===== src/rtl/usart_core_if.sv =====
// Bus-side register port of the USART: address, strobes and data.
// The bus master drives requests; the core returns registered read data.
interface usart_core_if #(
  parameter int DATA_W = 8,
  parameter int ADDR_W = 2
);
  logic [ADDR_W-1:0] addr;
  logic              wr_en;
  logic              rd_en;
  logic [DATA_W-1:0] wdata;
  logic [DATA_W-1:0] rdata;

  modport master (
    output addr, wr_en, rd_en, wdata,
    input  rdata
  );

  modport slave (
    input  addr, wr_en, rd_en, wdata,
    output rdata
  );
endinterface


===== src/rtl/usart_core.sv =====
// Byte-wide USART: register file, 8N1 transmitter and receiver.
// Async mode runs off a baud divider, sync mode off the external xcki.
module usart_core #(
  parameter int DATA_W     = 8,
  parameter int ADDR_W     = 2,
  parameter int OVERSAMPLE = 16
) (
  input  logic        clk,
  input  logic        rst_n,
  usart_core_if.slave bus,
  input  logic        xcki,
  input  logic        rxd,
  output logic        txd
);

  localparam int TC_W = $clog2(OVERSAMPLE);
  localparam int BC_W = $clog2(DATA_W);

  localparam logic [TC_W-1:0] TC_LAST = TC_W'(OVERSAMPLE - 1);
  localparam logic [TC_W-1:0] TC_MID  = TC_W'(OVERSAMPLE / 2 - 1);
  localparam logic [BC_W-1:0] BC_LAST = BC_W'(DATA_W - 1);

  localparam logic [ADDR_W-1:0] A_DATA = ADDR_W'(0);
  localparam logic [ADDR_W-1:0] A_STAT = ADDR_W'(1);
  localparam logic [ADDR_W-1:0] A_CTRL = ADDR_W'(2);
  localparam logic [ADDR_W-1:0] A_BAUD = ADDR_W'(3);

  localparam logic [1:0] S_IDLE  = 2'd0;
  localparam logic [1:0] S_START = 2'd1;
  localparam logic [1:0] S_DATA  = 2'd2;
  localparam logic [1:0] S_STOP  = 2'd3;

  logic [2:0]        ctrl_q;
  logic [DATA_W-1:0] baud_q;
  logic [DATA_W-1:0] brg_q;
  logic [DATA_W-1:0] rdata_q;
  logic [DATA_W-1:0] rd_mux;
  logic [DATA_W-1:0] tx_buf_q;
  logic [DATA_W-1:0] rx_buf_q;
  logic              txe_q;
  logic              rxc_q;
  logic              fe_q;
  logic              dor_q;

  logic [1:0] rx_s_q;
  logic       rx_prev_q;
  logic [1:0] xk_s_q;
  logic       xk_prev_q;

  logic              txen;
  logic              rxen;
  logic              sync;
  logic              rxs;
  logic              rx_fall;
  logic              xk_rise;
  logic              xk_fall;
  logic              brg_zero;
  logic              tick;
  logic              wr_data;
  logic              wr_ctrl;
  logic              wr_baud;
  logic              rd_req;
  logic              rd_data;

  logic [1:0]        tx_st_q, tx_st_d;
  logic [DATA_W-1:0] tx_sh_q, tx_sh_d;
  logic [BC_W-1:0]   tx_bc_q, tx_bc_d;
  logic [TC_W-1:0]   tx_tc_q, tx_tc_d;
  logic              txd_q, txd_d;
  logic              tx_go;
  logic              tx_adv;
  logic              tx_end;
  logic              tx_load;

  logic [1:0]        rx_st_q, rx_st_d;
  logic [DATA_W-1:0] rx_sh_q, rx_sh_d;
  logic [BC_W-1:0]   rx_bc_q, rx_bc_d;
  logic [TC_W-1:0]   rx_tc_q, rx_tc_d;
  logic              rx_samp;
  logic              rx_done;

  assign txen = ctrl_q[0];
  assign rxen = ctrl_q[1];
  assign sync = ctrl_q[2];

  assign wr_data = bus.wr_en && (bus.addr == A_DATA);
  assign wr_ctrl = bus.wr_en && (bus.addr == A_CTRL);
  assign wr_baud = bus.wr_en && (bus.addr == A_BAUD);
  assign rd_req  = bus.rd_en && !bus.wr_en;
  assign rd_data = rd_req && (bus.addr == A_DATA);

  assign bus.rdata = rdata_q;
  assign txd       = txd_q;

  // Both async inputs get two flops; a third stage gives edge detection.
  always_ff @(posedge clk or negedge rst_n) begin
    if (!rst_n) begin
      rx_s_q    <= 2'b11;
      rx_prev_q <= 1'b1;
      xk_s_q    <= 2'b00;
      xk_prev_q <= 1'b0;
    end else begin
      rx_s_q    <= {rx_s_q[0], rxd};
      rx_prev_q <= rx_s_q[1];
      xk_s_q    <= {xk_s_q[0], xcki};
      xk_prev_q <= xk_s_q[1];
    end
  end

  assign rxs     = rx_s_q[1];
  assign rx_fall = rx_prev_q & ~rxs;
  assign xk_rise = ~xk_prev_q & xk_s_q[1];
  assign xk_fall = xk_prev_q & ~xk_s_q[1];

  assign brg_zero = (brg_q == '0);
  assign tick     = brg_zero & ~sync;

  always_ff @(posedge clk or negedge rst_n) begin
    if (!rst_n) begin
      brg_q <= '0;
    end else if (wr_baud) begin
      brg_q <= bus.wdata;
    end else if (brg_zero) begin
      brg_q <= baud_q;
    end else begin
      brg_q <= brg_q - 1'b1;
    end
  end

  always_comb begin
    case (bus.addr)
      A_DATA:  rd_mux = rx_buf_q;
      A_STAT:  rd_mux = {{(DATA_W-4){1'b0}},
                         dor_q, fe_q, rxc_q, txe_q};
      A_CTRL:  rd_mux = {{(DATA_W-3){1'b0}}, ctrl_q};
      A_BAUD:  rd_mux = baud_q;
      default: rd_mux = '0;
    endcase
  end

  always_ff @(posedge clk or negedge rst_n) begin
    if (!rst_n) begin
      ctrl_q   <= '0;
      baud_q   <= '0;
      rdata_q  <= '0;
      tx_buf_q <= '0;
      txe_q    <= 1'b1;
    end else begin
      if (wr_ctrl) ctrl_q <= bus.wdata[2:0];
      if (wr_baud) baud_q <= bus.wdata;
      if (rd_req)  rdata_q <= rd_mux;
      if (wr_data && txe_q) begin
        tx_buf_q <= bus.wdata;
        txe_q    <= 1'b0;
      end else if (tx_load) begin
        txe_q    <= 1'b1;
      end
    end
  end

  // In sync mode a frame may only begin on a falling xcki edge so
  // that the start bit spans one full xcki period.
  always_comb begin
    tx_st_d = tx_st_q;
    tx_sh_d = tx_sh_q;
    tx_bc_d = tx_bc_q;
    tx_tc_d = tx_tc_q;
    tx_load = 1'b0;
    tx_go   = txen & ~txe_q & (sync ? xk_fall : 1'b1);
    tx_adv  = sync ? xk_fall : tick;
    tx_end  = tx_adv & (sync | (tx_tc_q == TC_LAST));
    if (tx_adv) tx_tc_d = tx_tc_q + 1'b1;
    unique case (tx_st_q)
      S_IDLE: begin
        tx_tc_d = '0;
        if (tx_go) begin
          tx_st_d = S_START;
          tx_sh_d = tx_buf_q;
          tx_load = 1'b1;
        end
      end
      S_START: begin
        if (tx_end) begin
          tx_st_d = S_DATA;
          tx_bc_d = '0;
        end
      end
      S_DATA: begin
        if (tx_end) begin
          tx_sh_d = tx_sh_q >> 1;
          tx_bc_d = tx_bc_q + 1'b1;
          if (tx_bc_q == BC_LAST) tx_st_d = S_STOP;
        end
      end
      S_STOP: begin
        if (tx_end) begin
          tx_st_d = S_IDLE;
          if (tx_go) begin
            tx_st_d = S_START;
            tx_sh_d = tx_buf_q;
            tx_tc_d = '0;
            tx_load = 1'b1;
          end
        end
      end
    endcase
    unique case (tx_st_d)
      S_START: txd_d = 1'b0;
      S_DATA:  txd_d = tx_sh_d[0];
      default: txd_d = 1'b1;
    endcase
  end

  always_ff @(posedge clk or negedge rst_n) begin
    if (!rst_n) begin
      tx_st_q <= S_IDLE;
      tx_sh_q <= '0;
      tx_bc_q <= '0;
      tx_tc_q <= '0;
      txd_q   <= 1'b1;
    end else begin
      tx_st_q <= tx_st_d;
      tx_sh_q <= tx_sh_d;
      tx_bc_q <= tx_bc_d;
      tx_tc_q <= tx_tc_d;
      txd_q   <= txd_d;
    end
  end

  assign rx_samp = sync ? xk_rise
                        : (tick & (rx_tc_q == TC_LAST));

  // Sync mode samples the start bit from IDLE and goes straight to DATA.
  always_comb begin
    rx_st_d = rx_st_q;
    rx_sh_d = rx_sh_q;
    rx_bc_d = rx_bc_q;
    rx_tc_d = rx_tc_q;
    rx_done = 1'b0;
    if (tick) rx_tc_d = rx_tc_q + 1'b1;
    unique case (rx_st_q)
      S_IDLE: begin
        rx_tc_d = '0;
        rx_bc_d = '0;
        if (rxen && sync && xk_rise && !rxs) begin
          rx_st_d = S_DATA;
        end else if (rxen && !sync && rx_fall) begin
          rx_st_d = S_START;
        end
      end
      S_START: begin
        if (tick && (rx_tc_q == TC_MID)) begin
          rx_tc_d = '0;
          rx_st_d = rxs ? S_IDLE : S_DATA;
        end
      end
      S_DATA: begin
        if (rx_samp) begin
          rx_sh_d = {rxs, rx_sh_q[DATA_W-1:1]};
          rx_bc_d = rx_bc_q + 1'b1;
          if (rx_bc_q == BC_LAST) rx_st_d = S_STOP;
        end
      end
      S_STOP: begin
        if (rx_samp) begin
          rx_st_d = S_IDLE;
          rx_done = 1'b1;
        end
      end
    endcase
  end

  always_ff @(posedge clk or negedge rst_n) begin
    if (!rst_n) begin
      rx_st_q <= S_IDLE;
      rx_sh_q <= '0;
      rx_bc_q <= '0;
      rx_tc_q <= '0;
    end else begin
      rx_st_q <= rx_st_d;
      rx_sh_q <= rx_sh_d;
      rx_bc_q <= rx_bc_d;
      rx_tc_q <= rx_tc_d;
    end
  end

  // A completed frame outranks a DATA read landing on the same edge.
  always_ff @(posedge clk or negedge rst_n) begin
    if (!rst_n) begin
      rx_buf_q <= '0;
      rxc_q    <= 1'b0;
      fe_q     <= 1'b0;
      dor_q    <= 1'b0;
    end else begin
      if (rd_data) begin
        rxc_q <= 1'b0;
        fe_q  <= 1'b0;
        dor_q <= 1'b0;
      end
      if (rx_done) begin
        rx_buf_q <= rx_sh_q;
        rxc_q    <= 1'b1;
        if (!rxs) fe_q <= 1'b1;
        if (rxc_q && !rd_data) dor_q <= 1'b1;
      end
    end
  end

endmodule


===== src/flat_wrapper.sv =====
// flat-port wrapper written by rule: the top's interface ports become plain ports
module usart_core_flat 
#(
  parameter int DATA_W     = 8,
  parameter int ADDR_W     = 2,
  parameter int OVERSAMPLE = 16
)
  (clk, rst_n, xcki, rxd, txd, bus_addr, bus_wr_en, bus_rd_en, bus_wdata, bus_rdata);
  usart_core_if #(.DATA_W(DATA_W), .ADDR_W(ADDR_W)) bus_i ();
  input  logic clk;
  input  logic rst_n;
  input  logic xcki;
  input  logic rxd;
  output logic txd;
  input wire logic [$bits(bus_i.addr)-1:0] bus_addr;
  input wire logic [$bits(bus_i.wr_en)-1:0] bus_wr_en;
  input wire logic [$bits(bus_i.rd_en)-1:0] bus_rd_en;
  input wire logic [$bits(bus_i.wdata)-1:0] bus_wdata;
  output wire logic [$bits(bus_i.rdata)-1:0] bus_rdata;
  assign bus_i.addr = bus_addr;
  assign bus_i.wr_en = bus_wr_en;
  assign bus_i.rd_en = bus_rd_en;
  assign bus_i.wdata = bus_wdata;
  assign bus_rdata = bus_i.rdata;
  usart_core #(.DATA_W(DATA_W), .ADDR_W(ADDR_W), .OVERSAMPLE(OVERSAMPLE)) u_core (.clk(clk), .rst_n(rst_n), .bus(bus_i), .xcki(xcki), .rxd(rxd), .txd(txd));
endmodule

===== config.mk =====
export PLATFORM = sky130hd
export DESIGN_NAME = usart_core_flat
export DESIGN_NICKNAME = d
export VERILOG_FILES = /design/src/rtl/usart_core_if.sv /design/src/rtl/usart_core.sv /design/src/flat_wrapper.sv
export SDC_FILE = /design/constraint.sdc
export NUM_CORES = 1
export LEC_CHECK = 0
export CORE_UTILIZATION = 50
export CTS_CLUSTER_SIZE = 30
export DETAILED_ROUTE_END_ITERATION = 10
export HOLD_SLACK_MARGIN = 0.05
export PLACE_DENSITY = 0.69
export RECOVER_POWER = 25
export SETUP_SLACK_MARGIN = 0.3
export SLEW_MARGIN = 20
export SYNTH_ARGS = -nofsm -noshare
export SYNTH_HDL_FRONTEND = slang
export SYNTH_SLANG_ARGS = --single-unit

===== constraint.sdc =====
create_clock -name clk -period 3.46 [get_ports clk]
set_input_delay 0.346 -clock clk [delete_from_list [all_inputs] [get_ports clk]]
set_output_delay 0.346 -clock clk [all_outputs]
set_load 0.005 [all_outputs]

==> results of run 1 <==
## final cells by class
cell class                 instances  area (um^2)  area share [%]
multi-input combinational        271         1940            40.7
clock buffer                      14          163            3.42
clock inverter                     2         37.5           0.788
inverter                          11         41.3           0.867
tap                              105          131            2.76
sequential                        88         2210            46.4
timing repair buffer              25          243            5.10
## routing by layer
metal	global-route usage, %	routed length (um)	up-vias
li1	-	-	1423
met1	27.5	4040	1431
met2	30.8	3770	61
met3	3.14	264	17
met4	8.97	215	0
met5	0	0	-
## sequential cells by signal (all words and copies together), names as in the netlist, 2 cells and up
signal and count:
u_core.rx_bc_q 3, u_core.tx_bc_q 3, u_core.xk_s_q 2, u_core.rx_st_q 2, u_core.rx_tc_q 4, u_core.tx_tc_q 4, u_core.rx_buf_q 8, u_core.ctrl_q 3
u_core.tx_buf_q 8, u_core.rx_s_q 2, u_core.baud_q 8, u_core.bus.rdata 8, u_core.tx_sh_q 8, u_core.tx_st_q 2, u_core.rx_sh_q 8, u_core.brg_q 8
## cells by family (layout without fill, tap and decap cells)
logic type	count (synthesis)	count (layout)
simple gates	124	124
fa+ha+maj	12	12
flops	88	88
mux	40	40
xor+xnor	11	11
buf+inv	29	52
compound gates	84	84
## stage by stage
| stage | std cells | util [%] | area [um^2] | worst slack (ns) |
|---|---|---|---|---|
| 2_1_floorplan | 388 | - | 4270 | 0.890 |
| 5_1_grt | 516 | 58.0 | 4760 | 0.664 |
| 3_5_place_dp | 500 | 55.6 | 4560 | 0.791 |
| 6_report | 516 | 58.0 | 4760 | 0.778 |
| 3_3_place_gp | 500 | 55.6 | 4560 | 0.832 |
| 4_1_cts | 516 | 58.0 | 4760 | 0.789 |
## how the worst max path moves through the flow
stage,from,endpoint,slack [ns],cells past startpoint
after detailed placement,u_core.brg_q[0],u_core.txd,0.79,8
after floorplan,u_core.brg_q[0],u_core.rx_buf_q[1],0.89,10
after CTS,u_core.brg_q[0],u_core.txd,0.79,8
after global routing,u_core.brg_q[0],u_core.tx_tc_q[1],0.66,8
final,u_core.brg_q[5],u_core.txd,0.78,6
after global placement,u_core.brg_q[5],u_core.txd,0.83,6
## power groups by stage
| stage | sequential (mW) | combinational, mW | clock (mW) |
|---|---|---|---|
| floorplan | 1.39 | 0.717 | 0 |
| global placement | 1.46 | 0.889 | 0 |
| detailed placement | 1.46 | 0.916 | 0 |
| CTS | 1.44 | 0.922 | 0.735 |
| global route | 1.48 | 1.03 | 0.786 |
| finish | 1.44 | 0.921 | 0.723 |
## worst register-to-register path: cells and delay by family, from the launching register on
family | cells | cell delay [ns]
AND/OR/NAND/NOR | 3 | 1.32
AO/OA/AOI/OAI | 3 | 0.91
flip-flops | 1 | 0.40
## layout by cell type, fill, tap and decap left out, types with 3 or more instances in the layout
cell	instances
mux2_2	26
nand2b_1	6
nand3b_1	3
mux2_4	7
inv_1	11
dfrtp_1	83
dfstp_2	4
nor2_1	26
clkdlybuf4s50_1	21
o21ai_0	27
nor4_1	4
a22o_1	16
clkbuf_1	3
nand4_1	3
nand2_1	55
a22oi_1	5
a32o_1	7
ha_1	12
clkbuf_8	11
xnor2_1	5
mux4_2	3
xor2_1	6
nor3_1	4
or3_1	4
nand3_1	4
a21oi_1	14
mux2i_1	4
==> metrics.csv, run 1 <==
metric;value;unit
status;complete, but fails checks;
failing checks;capacitance limit, slew limit;
Synth Area in Adders;3.52;%
first-pass GRT wire length;13.5;mm
setup TNS;0;ns
initial antenna violation count;0;
Avg Cell Area, Syn;11.0;um^2
post-layout min period;2.68;ns
FF-to-FF setup slack;0.78;ns
Residual DRC;0;
Slowest cell on crit path;or4_1;
max frequency;373;MHz
min-delay src;u_core.xk_s_q[0];
Post-synth EDFFs;0;
CP arrival;2.97;ns
Core Box Area;8220;um^2
Syn Inst Count;388;
xor and xnor area share after synthesis;2.26;%
GR Util All Layers;19.9;%
Hold WC Path Type;reg2reg;
synthesized area;4270;um^2
post-CTS setup buffers;0;
die height;94.4;um
most frequent cell after synthesis;dfrtp_1;
PD cells;648;nW/um^2
Via density;5.68;
GP Congestion;0.825;
Post-CTS Hold Fix Bufs;0;
Diodes inserted;0;
DRT iter0 DRCs;136;
Sink Count;88;
register area share after synthesis;51.8;%
Worst Path Buf+Inv;0;
Distinct cells, synth;52;
filler cell count;717;
largest family of logic cells by synthesized area;simple AND/OR/NAND/NOR gates;
Yosys top cell by area;dfrtp_1;
switching share of total power;33.1;%
Pre-Repair DR Iteration Count;4;
Fin Hold WS;0.357;ns
delay-heaviest family, CP;simple AND/OR/NAND/NOR gates;
Psw;1.02;mW
Syn Nets;416;
CTS tree;done;
Data required, critical path;3.75;ns
Reg power frac;46.7;%
Yosys top cell area share;48.7;%
hpwl dp;5.80;mm
Setup Crit Path Kind;reg2reg;
Post-Route WL;8.28;mm
Max Root-Sink Buffers;2;
starting density of the core;51.9;%
crit path max fanout;8;
Synth Register Bits;88;
H-tree levels;3;
Synth async-reset ratio;100;%
detailed-route via count;2932;
Routed Antenna Nets;0;
largest net degree at the start of global routing;89;
final hold violation count;0;
prevailing post-synth register cell;dfrtp_1;
mux contribution to synthesized area;11.8;%
CTS clk-pin slew, worst paths;0.09;ns
Hold Crit Depth;0;
Synth top cells by count;83 x dfrtp_1, 55 x nand2_1, 27 x o21ai_0;
Lkg Pwr;2.22;nW
max-cap check violation count;1;
Comb pwr share;29.8;%
path depth of the worst reg2reg path;6;
Die ar.;8910;um^2
layout cells sized above 1;15.6;%
area growth from synthesis to layout;11.6;%
max incr delay on CP;0.68;ns
Skew-Pair Late Insertion Delay;0.35;ns
ratio of final minimum period to clock period;77.5;%
main area contributors after synthesis;dfrtp_1 49%, mux2_2 6.9%, nand2_1 4.8%;
crit start category;flop;
Synthesis Warnings;0;
final net count;434;
R2R Path End;u_core.txd;
Setup-failing EPs final;0;
part of the power in the clock network;23.4;%
internal power;2.06;mW
cell row count;33;
grt ovf;0;
number of I/O pins;25;
number of CTS-inserted buffers;9;
cells along the critical path;or4_1 -> nor3_2 -> nor3_1 -> a221o_1 -> o41a_1 -> o21ba_1;
worst vdd ir;0.255;mV
port buffer count;24;
worst min-delay path endpoint;u_core.xk_s_q[1];
worst-margin pin slew;2.16;ns
Slew Viols, Final;89;
CP endpoint kind;flop;
Post-Synth Simple-Gate Area;14.1;%
Die X;94.4;um
RSZ-0062 raised after global routing;no;
vias in the first global route;2785;
Total Power;3.08;mW
Root Driver;clkbuf_8;
post-DR wirelength/cell;16.1;um
Max-slew headroom;-43.8;%
post-synthesis compound-gate area fraction;13.7;%
post_cts resized;0;
worst clock skew;0.0145;ns
reg-to-reg startpoint;u_core.brg_q[5];
Power figures use the tool's default switching activity.
==> run 2, diff against run 1 <==
Clock period 3.46 ns to 2.5 ns, I/O delays scaled along.
==> run 2 against run 1 <==
Against the previous run:
- count of clock-buffer cells in the layout decreased by 4
- flip-flop and latch count unchanged
- total power increased by 50%
- clock power increased by 47%
- largest power group unchanged
- highest routed layer unchanged
- maximum frequency increased by 17%
- combinational power increased by 69%
- non-clock buffer count increased by 28
- worst setup slack got worse by 0.58 ns
- critical path type unchanged
- the run now ends clean
- global-route usage increased by 2.2 points
- critical endpoint is now u_core.rx_buf_q[2]
==> metrics.csv, run 2 (synthesized netlist as in run 1, its figures left out) <==
metric;value;unit;change
hpwl dp;6.19;mm;was 5.80 mm
Data required, critical path;2.77;ns;was 3.75 ns
detailed-route via count;3123;;was 2932
internal power;3.03;mW;was 2.06 mW
Residual DRC;0;;unchanged
Max Root-Sink Buffers;2;;unchanged
ratio of final minimum period to clock period;91.9;%;was 77.5%
CTS clk-pin slew, worst paths;0.10;ns;was 0.09 ns
crit start category;flop;;unchanged
max incr delay on CP;0.57;ns;was 0.68 ns
cells along the critical path;or4_4 -> or3_4 -> o21a_4 -> nand3b_4 -> mux2_4;;was or4_1 -> nor3_2 -> nor3_1 -> a221o_1 -> o41a_1 -> o21ba_1
Die X;94.4;um;unchanged
starting density of the core;51.9;%;unchanged
fin util;62.2;%;was 58.0%
area growth from synthesis to layout;19.8;%;was 11.6%
worst setup margin;0.203;ns;was 0.778 ns
area of the multi-input gates;2040;um^2;was 1940 um^2
worst vdd ir;0.597;mV;was 0.255 mV
H-tree levels;3;;unchanged
Reg power frac;43.5;%;was 46.7%
DRT iter0 DRCs;132;;was 136
number of CTS-inserted buffers;9;;unchanged
post-DR wirelength/cell;16.5;um;was 16.1 um
largest net degree at the start of global routing;63;;was 89
Worst Path Buf+Inv;0;;unchanged
Reg area;2210;um^2;unchanged
CP arrival;2.56;ns;was 2.97 ns
final hold violation count;0;;unchanged
Slew Viols, Final;0;;was 89
cell row count;33;;unchanged
max frequency;435;MHz;was 373 MHz
number of I/O pins;25;;unchanged
Root Driver;clkbuf_8;;unchanged
DP Worst Slack;0.0944;ns;was 0.791 ns
port buffer count;24;;unchanged
Diodes inserted;0;;unchanged
delay-heaviest family, CP;simple AND/OR/NAND/NOR gates;;unchanged
Pre-Repair DR Iteration Count;5;;was 4
Hold WC Path Type;reg2reg;;unchanged
Psw;1.60;mW;was 1.02 mW
layout cells sized above 1;24.3;%;was 15.6%
CTS tree;done;;unchanged
final net count;463;;was 434
most common cell after layout, fill and taps aside;dfrtp_1;;unchanged
Post-Route WL;9.00;mm;was 8.28 mm
Setup-failing EPs final;0;;unchanged
GP Congestion;0.903;;was 0.825
grt ovf;0;;unchanged
worst-margin pin slew;1.50;ns;was 2.16 ns
switching share of total power;34.5;%;was 33.1%
post-layout min period;2.30;ns;was 2.68 ns
CP endpoint kind;flop;;unchanged
Slowest cell on crit path;or4_4;;was or4_1
Core Box Area;8220;um^2;unchanged
vias in the first global route;3071;;was 2785
Max-slew headroom;0.262;%;was -43.8%
Skew-Pair Late Insertion Delay;0.38;ns;was 0.35 ns
PD cells;906;nW/um^2;was 648 nW/um^2
worst clock skew;0.0183;ns;was 0.0145 ns
filler cell count;641;;was 717
Lkg Pwr;2.43;nW;was 2.22 nW
commonest non-fill, non-tap cells in the layout;83 x dfrtp_1, 55 x nand2_1, 26 x nor2_1, 26 x o21ai_0, 25 x mux2_2;;was 83 x dfrtp_1, 55 x nand2_1, 27 x o21ai_0
part of the power in the clock network;22.8;%;was 23.4%
initial antenna violation count;0;;unchanged
Die ar.;8910;um^2;unchanged
setup TNS;0;ns;unchanged
first-pass GRT wire length;14.8;mm;was 13.5 mm
Setup Crit Path Kind;reg2reg;;unchanged
Via density;5.73;;was 5.68
Routed Antenna Nets;0;;unchanged
Sink Count;88;;unchanged
Comb pwr share;33.7;%;was 29.8%
die height;94.4;um;unchanged
GR Util All Layers;22.0;%;was 19.9%
crit path max fanout;6;;was 8
RSZ-0062 raised after global routing;yes;;was no
max-cap check violation count;0;;was 1
status;finished clean;;was complete, but fails checks
-- run 2: cell count changes in the layout (fill, tap and decap cells not counted), sizes merged --
cell         previous run  this run
buf                     1        28
dlygate4sd3             2         3
clkinvlp                1         0
nand3b                  4         5
inv                    11        13
clkbuf                 15        11
clkinv                  0         3
-- run 2: timing repair --
item                                    in CTS  in global routing
resized for setup                           13                  9
buffers inserted                            11                  3
hold buffers                                 1                  0
cloned                                       1                  0
pin swaps                                    5                  5
endpoints found under the hold margin       22                  0
endpoints found under the setup margin      42                 39
-- run 2: stage by stage --
stage               instance area [um^2]  cells  hold slack [ns]  total power, mW
floorplan                           4300    388          -0.0456             2.94
global placement                    4690    513            0.189             3.34
detailed placement                  4690    513            0.191             3.40
CTS                                 5060    542            0.285             4.58
global route                        5110    545            0.365             4.90
finish                              5110    545            0.364             4.63
-- run 2: cell type report --
class                      count  area share (%)
clock buffer                  10            2.69
multi-input combinational    272            39.9
clock inverter                 6            1.44
sequential                    88            43.2
timing repair buffer          53            9.42
tap                          105            2.57
inverter                      11           0.808
-- run 2: path summary, 6_finish.rpt --
check	end	slack (ns)	cells past startpoint	start
setup / recovery	u_core.rx_buf_q[2]	0.20	5	u_core.brg_q[5]
hold / removal	u_core.rx_s_q[1]	0.36	0	u_core.rx_s_q[0]
setup reg to reg	u_core.rx_buf_q[2]	0.20	5	u_core.brg_q[5]
hold reg to reg	u_core.rx_s_q[1]	0.36	0	u_core.rx_s_q[0]
max in group asynchronous	u_core.txe_q	0.69	3	rst_n
min in group asynchronous	u_core.rx_bc_q[1]	0.78	2	rst_n
-- run 2: layer usage --
| metal | vias up | wire, um | global-route usage [%] |
|---|---|---|---|
| met5 | - | 0 | 0 |
| met2 | 66 | 4300 | 34.5 |
| met4 | 0 | 148 | 6.79 |
| li1 | 1475 | - | - |
| met3 | 12 | 290 | 5.56 |
| met1 | 1570 | 4270 | 30.2 |
-- run 2: power groups by stage --
stage | clock, mW | sequential (mW) | combinational [mW]
finish | 1.06 | 2.02 | 1.56
global route | 1.13 | 2.05 | 1.72
CTS | 1.07 | 2.01 | 1.51
detailed placement | 0 | 2.02 | 1.38
global placement | 0 | 2.01 | 1.33
floorplan | 0 | 1.92 | 1.02
